<file path="config.mk">
export PLATFORM = sky130hd
export DESIGN_NAME = cp0_exc_sequencer_flat
export DESIGN_NICKNAME = d
export VERILOG_FILES = /design/src/rtl/cp0_exc_sequencer_if.sv /design/src/rtl/cp0_exc_sequencer.sv /design/src/flat_wrapper.sv
export SDC_FILE = /design/constraint.sdc
export NUM_CORES = 1
export LEC_CHECK = 0
export BUFFER_PORTS_ARGS = -buffer_cell sky130_fd_sc_hd__buf_2
export CORE_ASPECT_RATIO = 1.5
export CORE_MARGIN = 5
export CORE_UTILIZATION = 57
export CTS_CLUSTER_DIAMETER = 50
export DETAILED_ROUTE_END_ITERATION = 6
export PLACE_DENSITY_LB_ADDON = 0.2
export SYNTH_ARGS = -nofsm -noshare
export SYNTH_HDL_FRONTEND = slang
export SYNTH_SLANG_ARGS = --single-unit
</file>
<file path="constraint.sdc">
create_clock -name clk -period 3.2 [get_ports clk]
set_input_delay 0.16 -clock clk [delete_from_list [all_inputs] [get_ports clk]]
set_output_delay 0.16 -clock clk [all_outputs]
set_load 0.02 [all_outputs]
</file>
<file path="src/rtl/cp0_exc_sequencer_if.sv">
// WB-side bundle for the CP0 exception sequencer: commit inputs, MTC0/MFC0
// access, AXI drain status and the stall/flush/redirect controls.
interface cp0_exc_sequencer_if;
   // WB holds its instruction while stall_wb=1; an instruction with
   // wb_valid=1 in a cycle with stall_wb=0 has retired. Any commit event ends
   // with exactly one flush cycle, and redirect_pc is meaningful only then.
   logic        wb_valid;
   logic [31:0] wb_pc;
   logic        wb_bd;
   logic        wb_exc;
   logic [4:0]  wb_exccode;
   logic [31:0] wb_badvaddr;
   logic        wb_badv_we;
   logic        wb_eret;
   logic        mtc0_we;
   logic [4:0]  c0_addr;
   logic [31:0] c0_wdata;
   logic [31:0] c0_rdata;
   logic [5:0]  hw_int;
   logic        axi_busy;
   logic        stall_wb;
   logic        flush;
   logic [31:0] redirect_pc;
   logic        int_pending;
   logic [1:0]  state_dbg;

   modport master (
      output wb_valid, wb_pc, wb_bd, wb_exc, wb_exccode, wb_badvaddr, wb_badv_we,
      output wb_eret, mtc0_we, c0_addr, c0_wdata, hw_int, axi_busy,
      input  c0_rdata, stall_wb, flush, redirect_pc, int_pending, state_dbg
   );

   modport slave (
      input  wb_valid, wb_pc, wb_bd, wb_exc, wb_exccode, wb_badvaddr, wb_badv_we,
      input  wb_eret, mtc0_we, c0_addr, c0_wdata, hw_int, axi_busy,
      output c0_rdata, stall_wb, flush, redirect_pc, int_pending, state_dbg
   );
endinterface

</file>
<file path="src/rtl/cp0_exc_sequencer.sv">
// CP0 register file plus the WB-stage exception/interrupt/ERET commit
// sequencer: stall, drain AXI, then a single flush cycle with a redirect PC.
module cp0_exc_sequencer #(
   parameter logic [31:0] EXC_ENTRY = 32'hBFC0_0380,
   parameter int          COUNT_DIV = 2
) (
   input logic               clk,
   input logic               resetn,
   cp0_exc_sequencer_if.slave bus
);

   typedef enum logic [1:0] {
      IDLE   = 2'd0,
      DRAIN  = 2'd1,
      COMMIT = 2'd2
   } state_t;

   localparam logic [4:0] ADDR_BADVADDR = 5'd8;
   localparam logic [4:0] ADDR_COUNT    = 5'd9;
   localparam logic [4:0] ADDR_COMPARE  = 5'd11;
   localparam logic [4:0] ADDR_STATUS   = 5'd12;
   localparam logic [4:0] ADDR_CAUSE    = 5'd13;
   localparam logic [4:0] ADDR_EPC      = 5'd14;

   localparam int             DIV_W    = (COUNT_DIV > 1) ? $clog2(COUNT_DIV) : 1;
   localparam logic [DIV_W-1:0] DIV_LAST = DIV_W'(COUNT_DIV - 1);

   state_t state, next_state;

   logic [31:0] badvaddr;
   logic [31:0] count;
   logic [31:0] compare;
   logic [7:0]  status_im;
   logic        status_exl;
   logic        status_ie;
   logic        cause_bd;
   logic        cause_ti;
   logic [5:0]  cause_ip_hw;
   logic [1:0]  cause_ip_sw;
   logic [4:0]  cause_exccode;
   logic [31:0] epc;
   logic [DIV_W-1:0] div_cnt;
   logic        match_q;

   logic        lat_eret;
   logic [31:0] lat_pc;
   logic        lat_bd;
   logic [4:0]  lat_code;
   logic [31:0] lat_badvaddr;
   logic        lat_badv_we;

   logic [31:0] status_word;
   logic [31:0] cause_word;
   logic        int_pending;
   logic        trig;
   logic        mtc0_ok;
   logic        commit_exc;
   logic        commit_eret;
   logic        match;
   logic        flush;
   logic [31:0] redirect_pc;

   assign status_word = {9'd0, 1'b1, 6'd0, status_im, 6'd0, status_exl, status_ie};
   assign cause_word  = {cause_bd, cause_ti, 14'd0, cause_ip_hw, cause_ip_sw,
                         1'b0, cause_exccode, 2'b00};

   assign int_pending = status_ie & ~status_exl &
                        (|({cause_ip_hw, cause_ip_sw} & status_im));
   assign trig        = (state == IDLE) & bus.wb_valid &
                        (bus.wb_exc | int_pending | bus.wb_eret);
   // Writes on a trigger cycle belong to an instruction that is being flushed.
   assign mtc0_ok     = bus.mtc0_we & (state == IDLE) & ~trig;
   assign commit_exc  = (state == COMMIT) & ~lat_eret;
   assign commit_eret = (state == COMMIT) & lat_eret;
   assign match       = (count == compare);

   // ---------------- FSM: state register ----------------
   always_ff @(posedge clk or negedge resetn) begin
      if (!resetn) state <= IDLE;
      else         state <= next_state;
   end

   // ---------------- FSM: next-state logic ----------------
   always_comb begin
      next_state = state;
      case (state)
         IDLE:    if (trig) next_state = bus.axi_busy ? DRAIN : COMMIT;
         DRAIN:   if (!bus.axi_busy) next_state = COMMIT;
         COMMIT:  next_state = IDLE;
         default: next_state = IDLE;
      endcase
   end

   // ---------------- FSM: outputs ----------------
   always_comb begin
      flush       = 1'b0;
      redirect_pc = 32'd0;
      if (state == COMMIT) begin
         flush       = 1'b1;
         redirect_pc = lat_eret ? epc : EXC_ENTRY;
      end
   end

   assign bus.flush       = flush;
   assign bus.redirect_pc = redirect_pc;
   assign bus.stall_wb    = trig | (state != IDLE);
   assign bus.int_pending = int_pending;
   assign bus.state_dbg   = state;

   // Commit context; an interrupt takes priority and suppresses the instruction.
   always_ff @(posedge clk or negedge resetn) begin
      if (!resetn) begin
         lat_eret     <= 1'b0;
         lat_pc       <= 32'd0;
         lat_bd       <= 1'b0;
         lat_code     <= 5'd0;
         lat_badvaddr <= 32'd0;
         lat_badv_we  <= 1'b0;
      end else if (trig) begin
         lat_pc       <= bus.wb_pc;
         lat_bd       <= bus.wb_bd;
         lat_badvaddr <= bus.wb_badvaddr;
         if (int_pending) begin
            lat_eret    <= 1'b0;
            lat_code    <= 5'd0;
            lat_badv_we <= 1'b0;
         end else if (bus.wb_exc) begin
            lat_eret    <= 1'b0;
            lat_code    <= bus.wb_exccode;
            lat_badv_we <= bus.wb_badv_we;
         end else begin
            lat_eret    <= 1'b1;
            lat_code    <= 5'd0;
            lat_badv_we <= 1'b0;
         end
      end
   end

   // Count with its prescaler; a software write restarts the prescaler.
   always_ff @(posedge clk or negedge resetn) begin
      if (!resetn) begin
         count   <= 32'd0;
         div_cnt <= '0;
      end else if (mtc0_ok && bus.c0_addr == ADDR_COUNT) begin
         count   <= bus.c0_wdata;
         div_cnt <= '0;
      end else if (div_cnt == DIV_LAST) begin
         count   <= count + 32'd1;
         div_cnt <= '0;
      end else begin
         div_cnt <= div_cnt + 1'b1;
      end
   end

   // Count==Compare already holds out of reset, so it is not a new match.
   always_ff @(posedge clk or negedge resetn) begin
      if (!resetn) begin
         compare  <= 32'd0;
         cause_ti <= 1'b0;
         match_q  <= 1'b1;
      end else begin
         match_q <= match;
         if (mtc0_ok && bus.c0_addr == ADDR_COMPARE) begin
            compare  <= bus.c0_wdata;
            cause_ti <= 1'b0;
         end else if (match && !match_q) begin
            cause_ti <= 1'b1;
         end
      end
   end

   always_ff @(posedge clk or negedge resetn) begin
      if (!resetn) begin
         status_im  <= 8'd0;
         status_exl <= 1'b0;
         status_ie  <= 1'b0;
      end else if (commit_exc) begin
         status_exl <= 1'b1;
      end else if (commit_eret) begin
         status_exl <= 1'b0;
      end else if (mtc0_ok && bus.c0_addr == ADDR_STATUS) begin
         status_im  <= bus.c0_wdata[15:8];
         status_exl <= bus.c0_wdata[1];
         status_ie  <= bus.c0_wdata[0];
      end
   end

   always_ff @(posedge clk or negedge resetn) begin
      if (!resetn) begin
         cause_bd      <= 1'b0;
         cause_ip_hw   <= 6'd0;
         cause_ip_sw   <= 2'd0;
         cause_exccode <= 5'd0;
      end else begin
         cause_ip_hw <= {bus.hw_int[5] | cause_ti, bus.hw_int[4:0]};
         if (commit_exc) begin
            cause_exccode <= lat_code;
            if (!status_exl) cause_bd <= lat_bd;
         end else if (mtc0_ok && bus.c0_addr == ADDR_CAUSE) begin
            cause_ip_sw <= bus.c0_wdata[9:8];
         end
      end
   end

   // A nested exception (EXL already set) keeps the original return address.
   always_ff @(posedge clk or negedge resetn) begin
      if (!resetn) begin
         epc <= 32'd0;
      end else if (commit_exc) begin
         if (!status_exl) epc <= lat_bd ? (lat_pc - 32'd4) : lat_pc;
      end else if (mtc0_ok && bus.c0_addr == ADDR_EPC) begin
         epc <= bus.c0_wdata;
      end
   end

   always_ff @(posedge clk or negedge resetn) begin
      if (!resetn)                        badvaddr <= 32'd0;
      else if (commit_exc && lat_badv_we) badvaddr <= lat_badvaddr;
   end

   always_comb begin
      bus.c0_rdata = 32'd0;
      case (bus.c0_addr)
         ADDR_BADVADDR: bus.c0_rdata = badvaddr;
         ADDR_COUNT:    bus.c0_rdata = count;
         ADDR_COMPARE:  bus.c0_rdata = compare;
         ADDR_STATUS:   bus.c0_rdata = status_word;
         ADDR_CAUSE:    bus.c0_rdata = cause_word;
         ADDR_EPC:      bus.c0_rdata = epc;
         default:       bus.c0_rdata = 32'd0;
      endcase
   end

endmodule
</file>
<file path="src/flat_wrapper.sv">
// flat-port wrapper written by rule: the top's interface ports become plain ports
module cp0_exc_sequencer_flat 
#(
   parameter logic [31:0] EXC_ENTRY = 32'hBFC0_0380,
   parameter int          COUNT_DIV = 2
)
  (clk, resetn, bus_wb_valid, bus_wb_pc, bus_wb_bd, bus_wb_exc, bus_wb_exccode, bus_wb_badvaddr, bus_wb_badv_we, bus_wb_eret, bus_mtc0_we, bus_c0_addr, bus_c0_wdata, bus_hw_int, bus_axi_busy, bus_c0_rdata, bus_stall_wb, bus_flush, bus_redirect_pc, bus_int_pending, bus_state_dbg);
  cp0_exc_sequencer_if bus_i ();
  input logic clk;
  input logic resetn;
  input wire logic [$bits(bus_i.wb_valid)-1:0] bus_wb_valid;
  input wire logic [$bits(bus_i.wb_pc)-1:0] bus_wb_pc;
  input wire logic [$bits(bus_i.wb_bd)-1:0] bus_wb_bd;
  input wire logic [$bits(bus_i.wb_exc)-1:0] bus_wb_exc;
  input wire logic [$bits(bus_i.wb_exccode)-1:0] bus_wb_exccode;
  input wire logic [$bits(bus_i.wb_badvaddr)-1:0] bus_wb_badvaddr;
  input wire logic [$bits(bus_i.wb_badv_we)-1:0] bus_wb_badv_we;
  input wire logic [$bits(bus_i.wb_eret)-1:0] bus_wb_eret;
  input wire logic [$bits(bus_i.mtc0_we)-1:0] bus_mtc0_we;
  input wire logic [$bits(bus_i.c0_addr)-1:0] bus_c0_addr;
  input wire logic [$bits(bus_i.c0_wdata)-1:0] bus_c0_wdata;
  input wire logic [$bits(bus_i.hw_int)-1:0] bus_hw_int;
  input wire logic [$bits(bus_i.axi_busy)-1:0] bus_axi_busy;
  output wire logic [$bits(bus_i.c0_rdata)-1:0] bus_c0_rdata;
  output wire logic [$bits(bus_i.stall_wb)-1:0] bus_stall_wb;
  output wire logic [$bits(bus_i.flush)-1:0] bus_flush;
  output wire logic [$bits(bus_i.redirect_pc)-1:0] bus_redirect_pc;
  output wire logic [$bits(bus_i.int_pending)-1:0] bus_int_pending;
  output wire logic [$bits(bus_i.state_dbg)-1:0] bus_state_dbg;
  assign bus_i.wb_valid = bus_wb_valid;
  assign bus_i.wb_pc = bus_wb_pc;
  assign bus_i.wb_bd = bus_wb_bd;
  assign bus_i.wb_exc = bus_wb_exc;
  assign bus_i.wb_exccode = bus_wb_exccode;
  assign bus_i.wb_badvaddr = bus_wb_badvaddr;
  assign bus_i.wb_badv_we = bus_wb_badv_we;
  assign bus_i.wb_eret = bus_wb_eret;
  assign bus_i.mtc0_we = bus_mtc0_we;
  assign bus_i.c0_addr = bus_c0_addr;
  assign bus_i.c0_wdata = bus_c0_wdata;
  assign bus_i.hw_int = bus_hw_int;
  assign bus_i.axi_busy = bus_axi_busy;
  assign bus_c0_rdata = bus_i.c0_rdata;
  assign bus_stall_wb = bus_i.stall_wb;
  assign bus_flush = bus_i.flush;
  assign bus_redirect_pc = bus_i.redirect_pc;
  assign bus_int_pending = bus_i.int_pending;
  assign bus_state_dbg = bus_i.state_dbg;
  cp0_exc_sequencer #(.EXC_ENTRY(EXC_ENTRY), .COUNT_DIV(COUNT_DIV)) u_core (.clk(clk), .resetn(resetn), .bus(bus_i));
endmodule
</file>
==> impl_metrics.py, run 1 <==
metrics = {
    "outcome": {
        "outcome": "finished, final reports clean",
    },
    "sta": {
        "setup_ws_ns": 0.308,
        "fin_crit_sh_pct": 90.4,
        "tns_ns": 0,
        "max_slew.worst_pin.slew_ns": 1.23,
        "hold_viol_final": 0,
        "rsz0062_at_grt": "false",
        "timing.hold.ws_ns": 0.242,
        "clock.fmax_mhz": 346,
        "setup_violations": 0,
        "clock_skew_ns": 0.0118,
        "period_minus_slack_ns": 2.89,
        "maxSlewHeadroom_pct": 18.2,
        "final-max-slew-violation-count": 0,
    },
    "setup_path": {
        "cp_slowest_cell": "buf_6",
        "cp_top_family": "buffers and inverters",
        "path_class": "register to output port",
        "path_cells": "a22o_1 > o41ai_2 > buf_4 > inv_2 > a21boi_4 > buf_6 > nand2_1 > buf_2",
        "cp_max_fo": 51,
        "cp_data_arrival_time_ns": 2.73,
        "startpoint_type": "register",
        "critPathRequiredTime_ns": 3.04,
        "max_stage_delay_ns": 0.42,
        "critPathBufInv": 4,
        "endpoint_kind": "output port",
    },
    "yosys": {
        "yosys_most_used_dff": "dfrtp_1",
        "synthDistinctLibCells": 54,
        "synthArstFlopShare_pct": 100,
        "synth-seq-cells": 229,
        "seq_area_frac_synth_pct": 49.5,
        "synth_fp_nets": 1162,
        "yosysTopAreaCell": "dfrtp_1",
        "yosysWarnings": 0,
        "synth_area_leaders": "dfrtp_1, mux2_2, mux2_1",
        "synth_area_mm2": 0.0116,
        "synth_edf_count": 0,
        "postSynthAreaPerCell_um2": 11.1,
        "yosysTopAreaCellShare_pct": 49.3,
        "synthCells": 1039,
    },
    "cts": {
        "cts_inserted_buffers": 25,
        "cts_sinks": 229,
        "clockRootBuffer": "clkbuf_16",
        "clock_latency_ns": 0.52,
        "postCtsSetupBuffers": 0,
        "clk_pin_slew_ns": 0.06,
        "htree_levels": 1,
        "cts_tree": "done",
        "ctsLongestPathBuffers": 3,
    },
    "global_route": {
        "grt_max_degree": 107,
        "grt_usage_pct": 30.0,
        "grt_pass1_wl_um": 55400,
        "antenna_found_initial": 1,
        "grt_pass1_vias": 9990,
        "grt_overflow": 0,
    },
    "power": {
        "vdd_drop_max_mv": 0.572,
        "powerDensity_mw_per_mm2": 683,
        "p_leak_uw": 0.00674,
        "power_uw": 10100,
    },
    "placement": {
        "dp_worst_setup_slack_ns": 0.455,
        "place_area_mm2": 0.0128,
        "post-dp-hpwl_um": 23800,
        "port-buffer-count": 189,
        "place_congestion": 0.911,
    },
    "floorplan": {
        "die_w_um": 126,
        "ios": 190,
        "chipHeight_um": 185,
        "core_area_mm2": 0.0202,
        "rows": 64,
        "dieArea_mm2": 0.0233,
        "initial_utilization_pct": 57.4,
    },
    "cells_and_area": {
        "seq_area_mm2": 0.00573,
        "n_fill_cell": 1443,
        "nNetsFinal": 1448,
        "area_delta_synth_final_pct": 27.6,
        "multiInputGateArea_mm2": 0.00546,
        "fin_area_mm2": 0.0148,
        "mostFrequentLayoutCell": "dfrtp_1",
        "layout_common_cells": "dfrtp_1, buf_2, mux2_2",
        "layout-drive-gt1-share_pct": 30.2,
    },
    "hold_path": {
        "hold_class": "primary input to register",
    },
    "drt": {
        "drtIter0Drc": 816,
        "drt_pass1_iterations": 6,
        "vias": 9727,
        "detail-route-antenna-nets": 0,
        "drc_errors": 0,
        "routedWlPerCell_um": 21.7,
        "wirelength_um": 34900,
        "detail_route.vias_per_cell": 6.05,
    },
    "run": {
        "drv_cap": 0,
    },
}
metrics by stage:
stage | utilization (%) | std cells
2_1_floorplan | - | 1039
3_3_place_gp | 63.4 | 1449
3_5_place_dp | 63.4 | 1449
4_1_cts | 73.2 | 1607
5_1_grt | 73.2 | 1608
6_report | 73.2 | 1608
cell families (layout without fill, tap and decap cells):
kind of cell,count (synthesis),in the layout,share of synthesized area (%)
XOR/XNOR,75,75,5.68
AND/OR/NAND/NOR,282,282,12.6
AO/OA/AOI/OAI,184,184,11.3
multiplexers,174,174,16.9
flip-flops,229,229,49.5
other,0,1,0
buffers and inverters,93,397,3.72
adder cells (fa/ha/maj),2,2,0.216
per-layer routing:
metal  up-vias  part of all wire (%)  global-route usage (%)
met5         -                     0                       0
met3        82                   7.3                    4.20
met4         0                   3.6                    11.5
met1      4833                    39                    38.9
met2       443                    50                    51.0
li1       4369                     -                       -
repair_timing:
action,CTS,global route
hold endpoints to repair,257,0
hold buffers,113,0
setup endpoints to repair,0,1
gates resized for setup,0,1
where the power goes:
group / switching [uW] / leakage (uW) / internal, uW
sequential: 996 / 0.00283 / 3800
clock: 1200 / 0.000422 / 1760
combinational: 1090 / 0.00349 / 1250
total: 3290 / 0.00674 / 6810
state kept, by name (all words and copies together), names as in the netlist, 2 cells and up:
name	flops
u_core.badvaddr	32
u_core.bus.state_dbg	2
u_core.cause_exccode	5
u_core.cause_ip_hw	6
u_core.cause_ip_sw	2
u_core.compare	32
u_core.count	32
u_core.epc	32
u_core.lat_badvaddr	32
u_core.lat_code	5
u_core.lat_pc	32
u_core.status_im	8
worst min-delay path, stage by stage:
cell	delay, ns
buf_2	0.12
and3_1	0.23
a22o_1	0.20
synthesized netlist by cell type (14+ instances only):
cell type,n
a21oi_1,46
a221o_1,14
a22o_1,24
a22oi_1,34
a31oi_1,16
and3_1,28
clkbuf_1,43
dfrtp_1,228
inv_1,23
mux2_1,49
mux2_2,124
nand2_1,64
nand3_1,21
nand4_1,16
nor2_1,69
nor3_1,18
o21ai_0,22
or4_1,15
xnor2_1,61
xor2_1,14
cell type report:
cell class              count  share of cell area [%]
clock buffers              34                    4.94
clock inverters            11                   0.805
inverters                  24                   0.610
well taps                 264                    2.24
flip-flops and latches    229                    38.8
repair buffers            328                    15.6
diodes                      1                  0.0169
multi-input cells         717                    37.0
worst paths after layout:
kind / to / depth (start not counted) / slack (ns) / from
worst max-delay path: bus_stall_wb / 8 / 0.31 / u_core.status_im[3]
worst min-delay path: u_core.lat_code[4] / 3 / 0.24 / bus_wb_exc
worst max register to register: u_core.epc[17] / 5 / 0.41 / u_core.bus.state_dbg[1]
worst min register to register: u_core.cause_exccode[2] / 2 / 0.49 / u_core.cause_exccode[2]
max in group asynchronous: u_core.lat_pc[20] / 3 / 2.00 / resetn
min in group asynchronous: u_core.lat_badvaddr[26] / 2 / 0.28 / resetn
Power figures use the tool's default switching activity.
==> run 2: changes to the inputs <==
CAP_MARGIN = 10   (was unset)
clock period = 3 ns   (was 3.2 ns; I/O delays follow)
==> run 2 against run 1 <==
Net effect:
- via count fell by 1.5%
- highest routed layer unchanged
- final cell count shrank 0.31%
- worst setup slack worse by 0.20 ns
- largest power group unchanged
- clock power shrank 6.8%
- clock skew is 0.0028 ns lower
==> impl_metrics.py, run 2 (synthesized netlist as in run 1, its figures left out) <==
metrics = {
    "cells_and_area": {
        "layout_common_cells": "dfrtp_1, buf_2, mux2_2",
        "diodes": 0,
        "layout-drive-gt1-share_pct": 29.6,
        "mostFrequentLayoutCell": "dfrtp_1",
        "nNetsFinal": 1450,
        "area_delta_synth_final_pct": 26.8,
        "n_fill_cell": 1458,
    },
    "sta": {
        "tns_ns": 0,
        "final-max-slew-violation-count": 0,
        "clock.fmax_mhz": 345,
        "period_minus_slack_ns": 2.89,
        "setup_ws_ns": 0.105,
        "fin_crit_sh_pct": 96.5,
        "maxSlewHeadroom_pct": 22.8,
        "max_slew.worst_pin.slew_ns": 1.16,
        "rsz0062_at_grt": "false",
        "clock_skew_ns": 0.00896,
        "hold_viol_final": 0,
        "setup_violations": 0,
    },
    "setup_path": {
        "endpoint_kind": "output port",
        "r2r_start": "u_core.bus.state_dbg[1]",
        "critPathRequiredTime_ns": 2.85,
        "r2r_end": "u_core.epc[24]",
        "endpoint": "bus_stall_wb",
        "startpoint": "u_core.status_im[3]",
        "path_class": "register to output port",
        "worst_r2r_path_depth": 5,
        "startpoint_type": "register",
        "cp_max_fo": 33,
        "rrSetupSlack_ns": 0.22,
        "cp_data_arrival_time_ns": 2.74,
    },
    "placement": {
        "post-dp-hpwl_um": 24000,
        "place_congestion": 0.904,
        "dp_worst_setup_slack_ns": 0.283,
        "port-buffer-count": 189,
    },
    "cts": {
        "ctsLongestPathBuffers": 3,
        "cts_sinks": 229,
        "htree_levels": 1,
        "clk_pin_slew_ns": 0.06,
        "postCtsSetupBuffers": 0,
        "cts_inserted_buffers": 22,
        "cts_tree": "done",
        "clock_latency_ns": 0.50,
        "clockRootBuffer": "clkbuf_16",
    },
    "drt": {
        "detail_route.vias_per_cell": 5.97,
        "detail-route-antenna-nets": 0,
        "top_layer_used": "met4",
        "m1WireLength_um": 13700,
        "vias": 9577,
        "drc_errors": 0,
        "wl_met2_um": 17500,
        "wirelength_um": 34600,
        "dr_wl_met3_um": 2380,
        "routedWlPerCell_um": 21.6,
        "drt_pass1_iterations": 6,
        "drtIter0Drc": 809,
    },
    "floorplan": {
        "initial_utilization_pct": 57.4,
        "chipHeight_um": 185,
        "core_area_mm2": 0.0202,
        "rows": 64,
        "ios": 190,
        "dieArea_mm2": 0.0233,
        "die_w_um": 126,
    },
    "global_route": {
        "grt_pass1_wl_um": 54100,
        "grt_max_degree": 95,
        "grt_pass1_vias": 9873,
        "grt_overflow": 0,
        "grt_usage_pct": 29.2,
        "antenna_found_initial": 0,
    },
    "power": {
        "p_leak_uw": 0.00670,
        "powerDensity_mw_per_mm2": 706,
        "vdd_drop_max_mv": 0.578,
    },
    "run": {
        "drv_cap": 0,
    },
    "outcome": {
        "outcome": "finished, final reports clean",
    },
    "hold_path": {
        "hold_class": "primary input to register",
    },
}
run 2: changes by cell type in the layout (fill, tap and decap cells not counted), sizes merged:
cell and change:
inv -2, clkbuf -2, diode -1, clkinvlp -1, buf +4, clkinv -3
run 2: layout make-up:
| cell class | instances | area (um2) | area share (%) |
|---|---|---|---|
| tap | 264 | 330 | 2.25 |
| multi-input combinational | 717 | 5460 | 37.2 |
| clock buffer | 31 | 626 | 4.26 |
| timing repair buffer | 333 | 2370 | 16.1 |
| inverter | 24 | 90.1 | 0.614 |
| sequential | 229 | 5730 | 39.0 |
| clock inverter | 5 | 75.1 | 0.511 |
run 2: power by group:
part	leakage [uW]	internal (uW)	total, uW	switching [uW]
Clock	0.000345	1620	2760	1140
Sequential	0.00283	4060	5120	1070
Combinational	0.00352	1340	2480	1150
Total	0.00670	7010	10400	3350
run 2: worst min path at each step:
stage,depth (start not counted),to,start,slack [ns]
CTS,3,u_core.lat_code[2],bus_wb_exc,0.21
detailed placement,1,u_core.lat_badvaddr[20],resetn,0.22
global placement,1,u_core.lat_badvaddr[19],resetn,0.22
finish,3,u_core.lat_code[2],bus_wb_exc,0.23
global route,3,u_core.lat_code[2],bus_wb_exc,0.25
floorplan,0,u_core.badvaddr[0],resetn,-0.15
run 2: stage by stage:
step | instances | total power [uW] | util (%) | cell area [um2] | hold slack, ns
after floorplan | 1039 | 6450 | - | 11600 | -0.146
after global placement | 1453 | 7340 | 63.6 | 12800 | 0.218
after detailed placement | 1453 | 7450 | 63.6 | 12800 | 0.216
after CTS | 1602 | 10300 | 72.7 | 14700 | 0.214
after global routing | 1603 | 10800 | 72.7 | 14700 | 0.246
final | 1603 | 10400 | 72.7 | 14700 | 0.232
run 2: metal layers:
layer,vias to the layer above,GRT usage [%]
met5,-,0
met4,0,10.0
met3,68,3.77
met2,411,50.6
met1,4741,38.0
li1,4357,-
run 2: worst max-delay path, stage by stage (launching register included):
cell       delay, ns
dfrtp_1         0.39
a22o_1          0.27
o41ai_2         0.56
inv_2           0.13
a21boi_4        0.30
clkbuf_16       0.32
nand2_1         0.10
buf_2           0.17
run 2: timing repair:
action,CTS,global route
endpoints found under the setup margin,0,1
hold endpoints to repair,245,0
gates resized for setup,0,1
hold buffers,113,0
==> run 3: changes to the inputs <==
CORE_UTILIZATION = 51   (was 57)
clock period = 2.6 ns   (was 3 ns; I/O delays follow)
==> run 3 against run 2 <==
Net effect:
- worst setup slack worse by 0.032 ns
- combinational power increased by 24%
- die area increased by 11%
- hold slack worse by 0.046 ns
- register-to-register slack worse by 0.15 ns
- largest power group unchanged
==> impl_metrics.py, run 3 (synthesized netlist as in run 1, its figures left out) <==
metrics = {
    "sta": {
        "clock.fmax_mhz": 396,
        "timing.hold.ws_ns": 0.187,
        "final-max-slew-violation-count": 0,
        "max_slew.worst_pin.slew_ns": 0.681,
        "tns_ns": 0,
        "maxSlewHeadroom_pct": 54.6,
        "period_minus_slack_ns": 2.53,
        "fin_crit_sh_pct": 97.2,
        "clock_skew_ns": 0.0141,
        "setup_violations": 0,
        "hold_viol_final": 0,
    },
    "cells_and_area": {
        "layout-drive-gt1-share_pct": 31.7,
        "layout_common_cells": "dfrtp_1, buf_2, mux2_2",
        "mostFrequentLayoutCell": "dfrtp_1",
        "nNetsFinal": 1477,
        "finalNonFillerCells": 1649,
        "area_delta_synth_final_pct": 31.1,
    },
    "floorplan": {
        "die_w_um": 133,
        "ios": 190,
        "chipHeight_um": 195,
        "core_area_mm2": 0.0224,
        "rows": 67,
        "initial_utilization_pct": 51.7,
        "dieArea_mm2": 0.0259,
    },
    "placement": {
        "post-dp-hpwl_um": 24800,
        "port-buffer-count": 189,
        "place_congestion": 0.905,
        "dpl.cell_count": 1478,
    },
    "global_route": {
        "grt_pass1_wl_um": 56700,
        "grt_overflow": 0,
        "grt_usage_pct": 27.5,
        "grt_pass1_vias": 10100,
        "grt_max_degree": 77,
        "antenna_found_initial": 1,
    },
    "setup_path": {
        "rrSetupSlack_ns": 0.07,
        "cp_max_fo": 9,
        "cp_slowest_cell": "or4_4",
        "path_common_cell": "or4_4",
        "max_stage_delay_ns": 0.56,
        "worst_r2r_path_depth": 7,
        "path_class": "register to register",
        "startpoint": "u_core.lat_pc[16]",
        "path_cells": "or4_4 > or4_4 > buf_6 > buf_4 > o21ai_0 > a31oi_1 > mux2_2",
        "r2r_start": "u_core.lat_pc[16]",
        "cp_data_arrival_time_ns": 2.93,
        "r2r_end": "u_core.epc[23]",
        "endpoint_kind": "register",
        "critPathRequiredTime_ns": 3.01,
        "startpoint_type": "register",
    },
    "power": {
        "powerDensity_mw_per_mm2": 828,
        "p_leak_uw": 0.00696,
        "vdd_drop_max_mv": 0.618,
    },
    "cts": {
        "ctsLongestPathBuffers": 3,
        "cts_tree": "done",
        "cts_inserted_buffers": 24,
        "cts_sinks": 229,
        "clk_pin_slew_ns": 0.06,
        "clockRootBuffer": "clkbuf_16",
        "clock_latency_ns": 0.52,
        "htree_levels": 1,
    },
    "hold_path": {
        "hold_class": "primary input to async pin",
    },
    "drt": {
        "wirelength_um": 36100,
        "drtIter0Drc": 687,
        "vias": 9694,
        "drc_errors": 0,
        "routedWlPerCell_um": 21.9,
        "drt_pass1_iterations": 6,
        "detail_route.vias_per_cell": 5.88,
        "detail-route-antenna-nets": 0,
    },
    "run": {
        "drv_cap": 0,
    },
    "outcome": {
        "outcome": "finished, final reports clean",
    },
}
-- run 3: cell types whose count changed in the layout (fill, tap and decap cells not counted), moves of 3 or more --
| cell | change |
|---|---|
| buf_12 | +4 |
| clkbuf_8 | +4 |
| clkbuf_1 | -3 |
| buf_4 | +16 |
| bufbuf_16 | +3 |
| clkinv_2 | +3 |
-- run 3: repair_timing --
action	4_1_cts	5_1_grt
setup endpoints to repair	1	40
pin swaps	1	6
gates resized for setup	1	6
cloned	3	1
hold endpoints to repair	233	0
buffers inserted	4	5
hold buffers	113	0
-- run 3: power breakdown --
group          internal (uW)  leakage (uW)  total [uW]  switching (uW)
clock                   2230      0.000427        3670            1440
combinational           1660       0.00370        3070            1410
sequential              4680       0.00283        5830            1150
total                   8570       0.00696       12600            4000
-- run 3: per-layer routing --
| layer | share of wire (%) | GRT usage (%) | wire [um] | up-vias |
|---|---|---|---|---|
| met2 | 50 | 46.7 | 18000 | 355 |
| li1 | - | - | - | 4432 |
| met5 | 0 | 0 | 0 | - |
| met1 | 40 | 35.4 | 14500 | 4833 |
| met3 | 6.0 | 4.01 | 2150 | 74 |
| met4 | 4.0 | 10.8 | 1460 | 0 |
-- run 3: worst max path at each step --
| stage | slack, ns | depth (start not counted) | end |
|---|---|---|---|
| after floorplan | 0.09 | 8 | u_core.compare[10] |
| after global placement | 0.11 | 6 | u_core.epc[29] |
| after detailed placement | 0.07 | 6 | u_core.epc[27] |
| after CTS | 0.002 | 9 | bus_stall_wb |
| after global routing | -0.02 | 7 | u_core.epc[23] |
| final | 0.07 | 7 | u_core.epc[23] |
-- run 3: metrics by stage --
step                area, um2  total power (uW)  utilization (%)  setup slack (ns)
CTS                     15100             12500             67.5           0.00161
global route            15200             13200             67.8           -0.0185
floorplan               11600              7450                -            0.0868
global placement        13000              8540             58.1             0.111
finish                  15200             12600             67.8            0.0731
detailed placement      13000              8640             58.1            0.0735
-- run 3: layout make-up --
cell class | instances | area, um2
fill | 1696 | 7210
tap | 276 | 345
multi-input combinational | 717 | 5470
sequential | 229 | 5730
clock inverter | 10 | 131
antenna | 1 | 2.50
inverter | 24 | 93.8
clock buffer | 34 | 719
timing repair buffer | 358 | 2680
-- run 3: worst max-delay path, delay by kind of cell (launching register included) --
kind                   cells  cell delay, ns
buffers and inverters      2            0.28
DFF                        1            0.39
and+or+nand+nor            2            1.07
AOI/OAI and AO/OA          2            0.38
muxes                      1            0.30
